`config.mk`:
```
export PLATFORM = sky130hd
export DESIGN_NAME = fetch_ctrl
export DESIGN_NICKNAME = d
export VERILOG_FILES = /design/src/rtl/fetch_ctrl.sv
export SDC_FILE = /design/constraint.sdc
export NUM_CORES = 1
export LEC_CHECK = 0
export ABC_CLOCK_PERIOD_IN_PS = 2100
export BUFFER_PORTS_ARGS = -buffer_cell sky130_fd_sc_hd__buf_4
export CORE_ASPECT_RATIO = 1.25
export CORE_MARGIN = 1
export CORE_UTILIZATION = 50
export CTS_CLUSTER_DIAMETER = 80
export CTS_CLUSTER_SIZE = 30
export DETAILED_ROUTE_END_ITERATION = 10
export PLACE_DENSITY = 0.85
export SLEW_MARGIN = 5
export SYNTH_ARGS = -nofsm -noshare
export SYNTH_HDL_FRONTEND = slang
export SYNTH_SLANG_ARGS = --single-unit
```
`constraint.sdc`:
```
create_clock -name clk -period 2.1 [get_ports clk]
set_input_delay 0.42 -clock clk [delete_from_list [all_inputs] [get_ports clk]]
set_output_delay 0.42 -clock clk [all_outputs]
set_load 0.02 [all_outputs]
```
`src/rtl/fetch_ctrl.sv`:
```
// fetch_ctrl: instruction-fetch sequencing controller (PC freeze/redirect, IF/ID write/flush).
// Latency: control outputs are combinational from state and inputs; halted/imem_err are registered.
// Backpressure: a low imem_ready or a hazard_stall freezes the PC in the same cycle it is seen.
//
// Ports:
//   clk, rst            clock; synchronous active-low reset
//   imem_ready          instruction memory returned valid data this cycle
//   hazard_stall        decode hazard, hold PC and IF/ID
//   branch,             redirect taken when branch != 0; branch_target is the new PC
//   branch_target
//   halt_dec            HLT decoded in IF this cycle
//   imem_req            fetch request to instruction memory
//   pc_freeze, pc_sel,  PC register hold, redirect mux select and redirect address
//   pc_target
//   ifid_write,         IF/ID load enable and NOP-bubble insert
//   ifid_flush
//   halted, imem_err    sticky status flops, cleared only by reset
//
// Optional build macro FETCH_PERF_CNT_EN adds stall_cnt/flush_cnt, 16-bit saturating
// counters of frozen / flushed cycles outside BOOT and HALTED.

module fetch_ctrl #(
  parameter int ADDR_W      = 16,
  // Maximum number of WAIT_MEM cycles before the fetch is declared dead (1..255).
  parameter int MEM_TIMEOUT = 64,
  // Watchdog counter width; must be able to hold MEM_TIMEOUT.
  parameter int TMO_W       = 8
) (
  input  logic              clk,
  input  logic              rst,
  input  logic              imem_ready,
  input  logic              hazard_stall,
  input  logic [1:0]        branch,
  input  logic [ADDR_W-1:0] branch_target,
  input  logic              halt_dec,
  output logic              imem_req,
  output logic              pc_freeze,
  output logic              pc_sel,
  output logic [ADDR_W-1:0] pc_target,
  output logic              ifid_write,
  output logic              ifid_flush,
  output logic              halted,
  output logic              imem_err
`ifdef FETCH_PERF_CNT_EN
  ,
  output logic [15:0]       stall_cnt,
  output logic [15:0]       flush_cnt
`endif
);

  typedef enum logic [2:0] {
    S_BOOT     = 3'd0,
    S_FETCH    = 3'd1,
    S_WAIT_MEM = 3'd2,
    S_REDIRECT = 3'd3,
    S_HALTED   = 3'd4
  } state_e;

  localparam logic [TMO_W-1:0] TMO_LIMIT = TMO_W'(MEM_TIMEOUT);

  state_e            state_q, state_d;
  logic              redir_q, redir_d;     // a redirect arrived during an outstanding fetch
  logic [ADDR_W-1:0] tgt_q,   tgt_d;       // youngest redirect target seen in WAIT_MEM
  logic [TMO_W-1:0]  tmo_q,   tmo_d;       // WAIT_MEM cycle count, 1 in the first wait cycle
  logic              halted_q, halted_d;
  logic              imem_err_q, imem_err_d;

  logic branch_vld;
  assign branch_vld = (branch != 2'b00);

  // ------------------------------------------------------------------
  // State and status registers
  // ------------------------------------------------------------------
  always_ff @(posedge clk) begin
    if (!rst) begin
      state_q    <= S_BOOT;
      redir_q    <= 1'b0;
      tgt_q      <= '0;
      tmo_q      <= '0;
      halted_q   <= 1'b0;
      imem_err_q <= 1'b0;
    end else begin
      state_q    <= state_d;
      redir_q    <= redir_d;
      tgt_q      <= tgt_d;
      tmo_q      <= tmo_d;
      halted_q   <= halted_d;
      imem_err_q <= imem_err_d;
    end
  end

  // ------------------------------------------------------------------
  // Next-state and control outputs
  // ------------------------------------------------------------------
  always_comb begin
    state_d    = state_q;
    redir_d    = redir_q;
    tgt_d      = tgt_q;
    tmo_d      = tmo_q;
    halted_d   = halted_q;
    imem_err_d = imem_err_q;

    imem_req   = 1'b0;
    pc_freeze  = 1'b0;
    pc_sel     = 1'b0;
    pc_target  = '0;
    ifid_write = 1'b0;
    ifid_flush = 1'b0;

    case (state_q)
      S_BOOT: begin
        // One bubble cycle so the first fetch sees a settled PC.
        pc_freeze  = 1'b1;
        ifid_flush = 1'b1;
        state_d    = S_FETCH;
      end

      S_FETCH: begin
        imem_req = 1'b1;
        if (branch_vld) begin
          // The instruction in IF is on the wrong path, so any halt or
          // hazard it raises is dropped along with it.
          pc_sel     = 1'b1;
          pc_target  = branch_target;
          ifid_flush = 1'b1;
        end else if (!imem_ready) begin
          pc_freeze  = 1'b1;
          ifid_flush = 1'b1;
          tmo_d      = TMO_W'(1);
          state_d    = S_WAIT_MEM;
        end else if (halt_dec) begin
          pc_freeze  = 1'b1;
          ifid_flush = 1'b1;
          halted_d   = 1'b1;
          state_d    = S_HALTED;
        end else if (hazard_stall) begin
          // Hold both PC and IF/ID; the decode stage keeps its instruction.
          pc_freeze  = 1'b1;
        end else begin
          ifid_write = 1'b1;
        end
      end

      S_WAIT_MEM: begin
        imem_req   = 1'b1;
        pc_freeze  = 1'b1;
        ifid_flush = 1'b1;
        tmo_d      = tmo_q + TMO_W'(1);
        if (branch_vld) begin
          // Youngest redirect wins; it is replayed once memory answers.
          redir_d = 1'b1;
          tgt_d   = branch_target;
        end
        if (imem_ready) begin
          // The returned word is dropped: FETCH re-presents the same PC,
          // or REDIRECT moves the PC away first.
          tmo_d   = '0;
          state_d = (redir_q || branch_vld) ? S_REDIRECT : S_FETCH;
        end else if (tmo_q == TMO_LIMIT) begin
          tmo_d      = '0;
          imem_err_d = 1'b1;
          halted_d   = 1'b1;
          state_d    = S_HALTED;
        end
      end

      S_REDIRECT: begin
        // A branch resolving in this very cycle is younger than the latch.
        pc_sel     = 1'b1;
        pc_target  = branch_vld ? branch_target : tgt_q;
        ifid_flush = 1'b1;
        redir_d    = 1'b0;
        state_d    = S_FETCH;
      end

      S_HALTED: begin
        // Terminal until reset; every input is ignored.
        pc_freeze  = 1'b1;
        ifid_flush = 1'b1;
      end

      default: begin
        state_d = S_BOOT;
      end
    endcase
  end

  assign halted   = halted_q;
  assign imem_err = imem_err_q;

`ifdef FETCH_PERF_CNT_EN
  // ------------------------------------------------------------------
  // Performance counters (saturating)
  // ------------------------------------------------------------------
  logic [15:0] stall_cnt_q, stall_cnt_d;
  logic [15:0] flush_cnt_q, flush_cnt_d;
  logic        perf_active;

  assign perf_active = (state_q != S_BOOT) && (state_q != S_HALTED);

  always_comb begin
    stall_cnt_d = stall_cnt_q;
    flush_cnt_d = flush_cnt_q;
    if (perf_active && pc_freeze && (stall_cnt_q != 16'hFFFF)) begin
      stall_cnt_d = stall_cnt_q + 16'd1;
    end
    if (perf_active && ifid_flush && (flush_cnt_q != 16'hFFFF)) begin
      flush_cnt_d = flush_cnt_q + 16'd1;
    end
  end

  always_ff @(posedge clk) begin
    if (!rst) begin
      stall_cnt_q <= '0;
      flush_cnt_q <= '0;
    end else begin
      stall_cnt_q <= stall_cnt_d;
      flush_cnt_q <= flush_cnt_d;
    end
  end

  assign stall_cnt = stall_cnt_q;
  assign flush_cnt = flush_cnt_q;
`endif

endmodule
```
Word level (Yosys, flattened, before mapping)
Index checks and enable logic that the tools add are counted.
- reductions and logical operators: 14
- equality and inequality tests: 14
- $add $sub $neg: 1
- muxes and demuxes: 40
- bitwise gates (word level): 2
- operator list (kind ; number):
    $mux W16 ; 2
    $mux W8 ; 4
    $pmux W16 S2 ; 1
    $mux W1 ; 20
    $pmux W8 S2 ; 1
    $mux W3 ; 5
    $ne A2 B2 Y1 const B ; 7
    $pmux W3 S4 ; 1
    $pmux W1 S2 ; 5
    $add A8 B1 Y8 const B ; 1
    $eq A8 B7 Y1 const B ; 1
    $eq A3 B2 Y1 const B ; 2
    $ne A3 B3 Y1 const B ; 2
    $reduce_and A3 Y1 ; 2
    $reduce_and A6 Y1 ; 1
    $reduce_bool A2 Y1 ; 3
    $reduce_and A4 Y1 ; 1
    $reduce_or A2 Y1 ; 2
    $reduce_or A4 Y1 ; 1
    $eq A3 B1 Y1 const B ; 1
    $eq A3 B3 Y1 const B ; 1
    $logic_not A3 Y1 ; 1
    $reduce_or A3 Y1 ; 1
    $mux W2 ; 1
    other kinds (3) ; 4
- register bits after elaboration: 30

Logic depth before layout (Yosys ltp)
Gate-level depths: netlist of the first run.
- word-level depth: 5
- gate-level depth with buffers: 6

Worst setup path after synthesis of the first run
OpenSTA, ideal clock, no wires.
- kind: register to output
- start: register state_q[2]
- end: output port pc_target[0]
- cell stages (with the launch flop): 5
- path buffers: 1
- data required time: 1.680 ns
- data arrival time: 1.533 ns
- slack: 0.147 ns
- cells stage by stage: dfxtp_1 nand3b_1 nor3_1 clkbuf_1 a22o_1
- longest elaborated chain between the ends: 2
- elaborated cells between the ends (all ways): 3
- those cells by class: 2 x eq/ne; 1 x mux
- RTL lines (what ; line ; text):
    from (decl) ; 61 ; state_e state_q, state_d;
    from (signal assigned) ; 83 ; state_q <= state_d;
    $eq A3 B2 Y1 / $eq A3 B1 Y1 (equally long branches) ; 110 ; case (state_q)
    $pmux W16 S2 (*) ; 110 ;
    to (decl) ; 39 ; output logic [ADDR_W-1:0] pc_target,
Mark *: on every way between the ends. The rest lies on a longest branch, timed or not.

Final worst setup path of the first run
- start: register state_q[2]
- end: output port pc_target[14]
The elaborated chain is that of the path after synthesis.

==> results.sh, run 1 <==
export IMPL_drv_cap=0
export IMPL_cp_slowest_cell="dfxtp_4"
export IMPL_regToRegSetupSlack_ns=0.24
export IMPL_synth_common_cells="nand2_1, dfxtp_1, a21oi_1, a22o_1, nor2_1"
export IMPL_hold_viol_final=0
export IMPL_vias_per_cell=5.73
export IMPL_syn_nets=217
export IMPL_clk_pin_slew_worst_paths_ns=0.09
export IMPL_ant_nets=0
export IMPL_grt_util_met3=0.0738
export IMPL_post_dp_hpwl_um=2520
export IMPL_status="finished, final reports clean"
export IMPL_busiest_layer="met2"
export IMPL_peakVddDrop_mv=0.489
export IMPL_drt_iter0_markers=49
export IMPL_cts_root_buf="clkbuf_4"
export IMPL_cp_start_kind="flip-flop"
export IMPL_dp_cells=270
export IMPL_die_area_um2=3300
export IMPL_syn_inst=192
export IMPL_finClkSkew_ns=0.00679
export IMPL_layout_drive_gt1_share=0.305
export IMPL_antenna_found_initial=0
export IMPL_gp_congestion=0.816
export IMPL_ys_ff_latch=30
export IMPL_routed_wl_um=3850
export IMPL_finalCriticalPeriod_ns=2.04
export IMPL_arrival_ns=1.62
export IMPL_clk_latency_ns=0.33
export IMPL_synth_largest_area_cell="dfxtp_1"
export IMPL_dr_pass1_iters=4
export IMPL_hp_class="in -> reg"
export IMPL_crit_path_cell_trace="nand3b_1, nor3_2, buf_4, a22o_1, buf_6"
export IMPL_grt_setup_unrepaired="yes"
export IMPL_period_share=0.970
export IMPL_synth_cell_type_count=37
export IMPL_synth_area_per_cell_um2=8.01
export IMPL_coreArea_um2=2950
export IMPL_synthesis_area_um2=1540
export IMPL_start_util=0.522
export IMPL_numCtsBuffers=5
export IMPL_p_leak_uw=0.000887
export IMPL_nFillCells=234
export IMPL_h_tree_depth=2
export IMPL_grt_use_total=0.243
export IMPL_drcViolationCount=0
export IMPL_ff_latch_area_um2=612
export IMPL_grt_max_degree=17
export IMPL_clk_path_buf_depth=2
export IMPL_cp_required_ns=1.68
export IMPL_fin_cells=285
export IMPL_total_power_uw=1210
export IMPL_maxSlewHeadroom=0.233
export IMPL_async_flop_share=0
export IMPL_multiInputGateArea_um2=887
export IMPL_die_h_um=64.0
export IMPL_cp_max_fo=8
export IMPL_use_met1=0.279
export IMPL_synth_top_area_frac=0.391
export IMPL_grt_pass1_vias=1447
export IMPL_worst_slew_pin_slew_ns=1.14
export IMPL_place_area_um2=1930
export IMPL_synth_area_leaders="dfxtp_1, a22o_1, nand2_1"
export IMPL_end_kind="output pin"
export IMPL_setup_viol=0
export IMPL_cts_sinks=30
export IMPL_worst_hold_slack_ns=0.336
export IMPL_die_w_um=51.6
export IMPL_p_per_area_nw_per_um2=575
export IMPL_grt_ovfl_total=0
export IMPL_final_area_um2=2110
export IMPL_finalSetupTns_ns=0
export IMPL_cts_tree="done"
export IMPL_synth_most_common_cell="nand2_1"
export IMPL_max_freq_mhz=491
export IMPL_avgRoutedWirePerCell_um=13.5
export IMPL_drv_slew=0
export IMPL_ys_warn_count=0
export IMPL_antenna_cells=0
export IMPL_design_portCount=46
export IMPL_grt_pass1_wl_um=6090
export IMPL_num_vias=1633
export IMPL_slowest_delay_ns=0.38
export IMPL_synthFlopType="dfxtp_1"
export IMPL_std_cell_rows=22
export IMPL_numPortBuffers=45
export IMPL_final_nets=273
export IMPL_area_growth_pct=37.0
export IMPL_synth_edf_count=0
export IMPL_met2_usage=0.411
export IMPL_worstSetupPathType="reg -> out"
export IMPL_cts_hold_buf=0
export IMPL_seq_area_frac_synth=0.391
critical path, delay by kind of cell (launching register included):
kind	cells	cell delay, ns
simple gates	2	0.43
flops	1	0.38
buf+inv	2	0.33
compound gates	1	0.16
placed cells by master, fill, tap and decap left out, types with 2 or more instances in the layout:
master,Yosys,layout
o21ai_0,3,3
clkbuf_4,0,5
or3_1,2,2
a31oi_1,4,4
nand2_1,36,36
dfxtp_4,0,3
o211a_1,2,2
nor3b_1,4,4
inv_1,4,4
nor4_1,2,2
dfxtp_1,30,27
nor2_1,10,10
buf_6,0,12
ha_1,2,2
buf_4,0,47
nand2b_1,7,7
a21o_1,2,2
nand3_1,3,3
o31ai_1,2,2
a21oi_1,26,26
nor3_1,7,6
o21ai_1,2,2
a22o_1,18,18
metal layers:
layer / up-vias / wire length (µm)
met1: 769 / 1670
li1: 807 / -
met2: 51 / 1940
met3: 6 / 186
met4: 0 / 55
met5: - / 0
path summary, 6_finish.rpt:
path,to,startpoint,cells after the start
hold reg to reg,tgt_q[2],tgt_q[2],2
hold / removal,tgt_q[5],branch_target[5],3
setup reg to reg,tmo_q[5],state_q[2],5
setup / recovery,pc_target[14],state_q[2],5
sequential cells by signal (all words and copies together) (netlist names):
| signal | count |
|---|---|
| imem_err | 1 |
| state_q | 3 |
| tmo_q | 8 |
| redir_q | 1 |
| halted | 1 |
| tgt_q | 16 |
stage by stage:
step / setup WS (ns) / utilization
finish: 0.0627 / 0.715
global route: -0.0335 / 0.715
CTS: 0.0347 / 0.678
detailed placement: 0.246 / 0.656
global placement: 0.245 / 0.656
floorplan: 0.147 / -
where the power goes:
group / total, µW / switching [µW] / internal [µW]
Clock: 354 / 192 / 162
Combinational: 263 / 133 / 130
Sequential: 595 / 14.2 / 581
Total: 1210 / 339 / 873
cells by family after synthesis:
| logic type | synth area share |
|---|---|
| simple gates | 0.247 |
| compound gates | 0.304 |
| flops | 0.391 |
| buf+inv | 0.0358 |
| fa+ha+maj | 0.0163 |
| xor+xnor | 0.00570 |
what timing repair did:
| item | in CTS | in global routing |
|---|---|---|
| setup endpoints to repair | 16 | 16 |
| gates cloned | 0 | 1 |
| pin swaps | 0 | 7 |
| buffers inserted | 0 | 6 |
| gates resized for setup | 3 | 20 |
final cells by class:
| cell class | count | share of cell area |
|---|---|---|
| sequential | 30 | 0.290 |
| clock inverter | 1 | 0.00238 |
| clock buffer | 7 | 0.0261 |
| timing repair buffer | 59 | 0.232 |
| tap | 36 | 0.0214 |
| inverter | 4 | 0.00713 |
| multi-input combinational | 148 | 0.421 |
(Power assumes the default switching activity.)
==> inputs of run 2 (changes only) <==
--- a/config.mk
+++ b/config.mk
@@ -9,11 +9,12 @@
 export BUFFER_PORTS_ARGS = -buffer_cell sky130_fd_sc_hd__buf_4
 export CORE_ASPECT_RATIO = 1.25
 export CORE_MARGIN = 1
-export CORE_UTILIZATION = 50
+export CORE_UTILIZATION = 30
 export CTS_CLUSTER_DIAMETER = 80
 export CTS_CLUSTER_SIZE = 30
 export DETAILED_ROUTE_END_ITERATION = 10
-export PLACE_DENSITY = 0.85
+export PLACE_DENSITY = 0.58
+export SETUP_SLACK_MARGIN = 0.5
 export SLEW_MARGIN = 5
 export SYNTH_ARGS = -nofsm -noshare
 export SYNTH_HDL_FRONTEND = slang
==> results.sh, run 2 (synthesis gave the netlist of run 1 again) <==
export IMPL_p_leak_uw=0.00110
export IMPL_largest_register="tgt_q"
export IMPL_numCtsBuffers=5
export IMPL_die_h_um=82.0
export IMPL_grt_pass1_vias=1529
export IMPL_clk_pin_slew_worst_paths_ns=0.07
export IMPL_gp_congestion=0.803
export IMPL_peakVddDrop_mv=0.291
export IMPL_crit_buf_inv=3
export IMPL_cts_tree="done"
export IMPL_grt_use_total=0.172
export IMPL_setup_viol=0
export IMPL_worstHoldStart="branch_target[2]"
export IMPL_cts_sinks=30
export IMPL_final_nets=287
export IMPL_drv_slew=0
export IMPL_cp_max_fo=5
export IMPL_routed_wl_um=4480
export IMPL_coreArea_um2=4830
export IMPL_drv_cap=0
export IMPL_critPathTopFamily="simple AND/OR/NAND/NOR gates"
export IMPL_vias_per_cell=5.20
export IMPL_max_freq_mhz=522
export IMPL_antenna_cells=0
export IMPL_hp_class="in -> reg"
export IMPL_dr_pass1_iters=4
export IMPL_p_per_area_nw_per_um2=551
export IMPL_design_portCount=46
export IMPL_ant_nets=0
export IMPL_p_int_uw=1030
export IMPL_busiest_layer="met2"
export IMPL_grt_max_degree=19
export IMPL_post_dp_hpwl_um=2970
export IMPL_cts_root_buf="clkbuf_8"
export IMPL_status="finished, final reports clean"
export IMPL_num_vias=1679
export IMPL_finClkSkew_ns=0.00865
export IMPL_final_common_cell="buf_4"
export IMPL_grt_pass1_wl_um=7070
export IMPL_end_kind="flip-flop"
export IMPL_final_cell_mix="buf_4, nand2_1, dfxtp_1, a21oi_1, buf_6"
export IMPL_cp_slowest_cell="or4b_4"
export IMPL_cp_startpoint="state_q[2]"
export IMPL_largest_reg_flops=16
export IMPL_clkPwrFrac=0.338
export IMPL_finalSetupTns_ns=0
export IMPL_cp_required_ns=2.32
export IMPL_layout_drive_gt1_share=0.468
export IMPL_grt_util_met3=0.0375
export IMPL_area_growth_pct=69.0
export IMPL_grt_ovfl_total=0
export IMPL_worst_slew_pin_slew_ns=0.526
export IMPL_cp_start_kind="flip-flop"
export IMPL_clk_path_buf_depth=2
export IMPL_avgRoutedWirePerCell_um=13.9
export IMPL_clk_latency_ns=0.29
export IMPL_std_cell_rows=28
export IMPL_slowest_delay_ns=0.57
export IMPL_h_tree_depth=2
export IMPL_start_util=0.318
export IMPL_use_met1=0.206
export IMPL_arrival_ns=2.13
export IMPL_crit_path_cell_trace="buf_4, buf_6, or4b_4, a211oi_4, clkbuf_16, a21oi_2, a31oi_1"
export IMPL_antenna_found_initial=0
export IMPL_seqPwrFrac=0.415
export IMPL_grt_setup_unrepaired="yes"
export IMPL_worstSetupPathType="reg -> reg"
export IMPL_drt_iter0_markers=58
export IMPL_dp_cells=299
export IMPL_numPortBuffers=45
export IMPL_hold_viol_final=0
export IMPL_total_power_uw=1430
export IMPL_p_comb_frac=0.247
export IMPL_p_sw_frac=0.282
export IMPL_regToRegSetupSlack_ns=0.18
export IMPL_finalCriticalPeriod_ns=1.92
export IMPL_worstReg2RegStart="state_q[2]"
export IMPL_top_regs="tgt_q (16), tmo_q (8), state_q (3)"
export IMPL_fin_cells=323
export IMPL_met2_usage=0.290
export IMPL_drcViolationCount=0
export IMPL_die_area_um2=5420
export IMPL_p_switching_uw=404
export IMPL_maxSlewHeadroom=0.648
export IMPL_die_w_um=66.0
export IMPL_period_share=0.913
run 2: changes by cell type in the layout (fill, tap and decap cells not counted), sizes merged:
cell,delta
clkinvlp,+1
buf,+13
run 2: power by group through the flow:
stage	combinational [µW]	sequential, µW	clock [µW]
3_3_place_gp	283	610	0
2_1_floorplan	168	605	0
3_5_place_dp	284	609	0
6_report	353	595	484
5_1_grt	379	597	525
4_1_cts	332	594	499
run 2: worst reg2reg max path, stage by stage, from the launching register on:
cell and delay, ns:
dfxtp_4 0.35, buf_4 0.13, buf_6 0.11, or4b_4 0.57, a211oi_4 0.30, clkbuf_16 0.21, a21oi_2 0.05, a31oi_1 0.14
run 2: repair_timing:
| action | 4_1_cts | 5_1_grt |
|---|---|---|
| cloned | 0 | 1 |
| pin swaps | 9 | 4 |
| hold endpoints to repair | 0 | 0 |
| gates resized for setup | 34 | 16 |
| setup buffers | 8 | 7 |
| hold buffers | 0 | 0 |
| endpoints found under the setup margin | 30 | 47 |
run 2: worst paths after layout:
kind / endpoint / cells after the start
worst min register to register: halted / 1
worst max-delay path: tmo_q[5] / 7
worst max register to register: tmo_q[5] / 7
worst min-delay path: tgt_q[2] / 3
run 2: final cells by class:
cell class / instances / area [µm²]
fill: 464 / 2240
tap: 60 / 75.1
clock buffer: 6 / 82.6
inverter: 4 / 15.0
multi-input combinational: 148 / 1130
sequential: 30 / 613
timing repair buffer: 73 / 667
clock inverter: 2 / 12.5
run 2: through the flow:
step | hold slack, ns | setup slack, ns | instance area (µm²) | utilization
4_1_cts | 0.382 | 0.178 | 2450 | 0.508
2_1_floorplan | 0.436 | 0.502 | 1700 | -
6_report | 0.386 | 0.184 | 2600 | 0.538
3_5_place_dp | 0.445 | 0.184 | 2150 | 0.445
5_1_grt | 0.391 | 0.105 | 2600 | 0.538
3_3_place_gp | 0.435 | 0.184 | 2150 | 0.445
run 2: metal layers:
layer / share of wire / wire [µm]
met1: 0.43 / 1930
met2: 0.50 / 2260
met3: 0.043 / 191
met4: 0.022 / 99
met5: 0 / 0
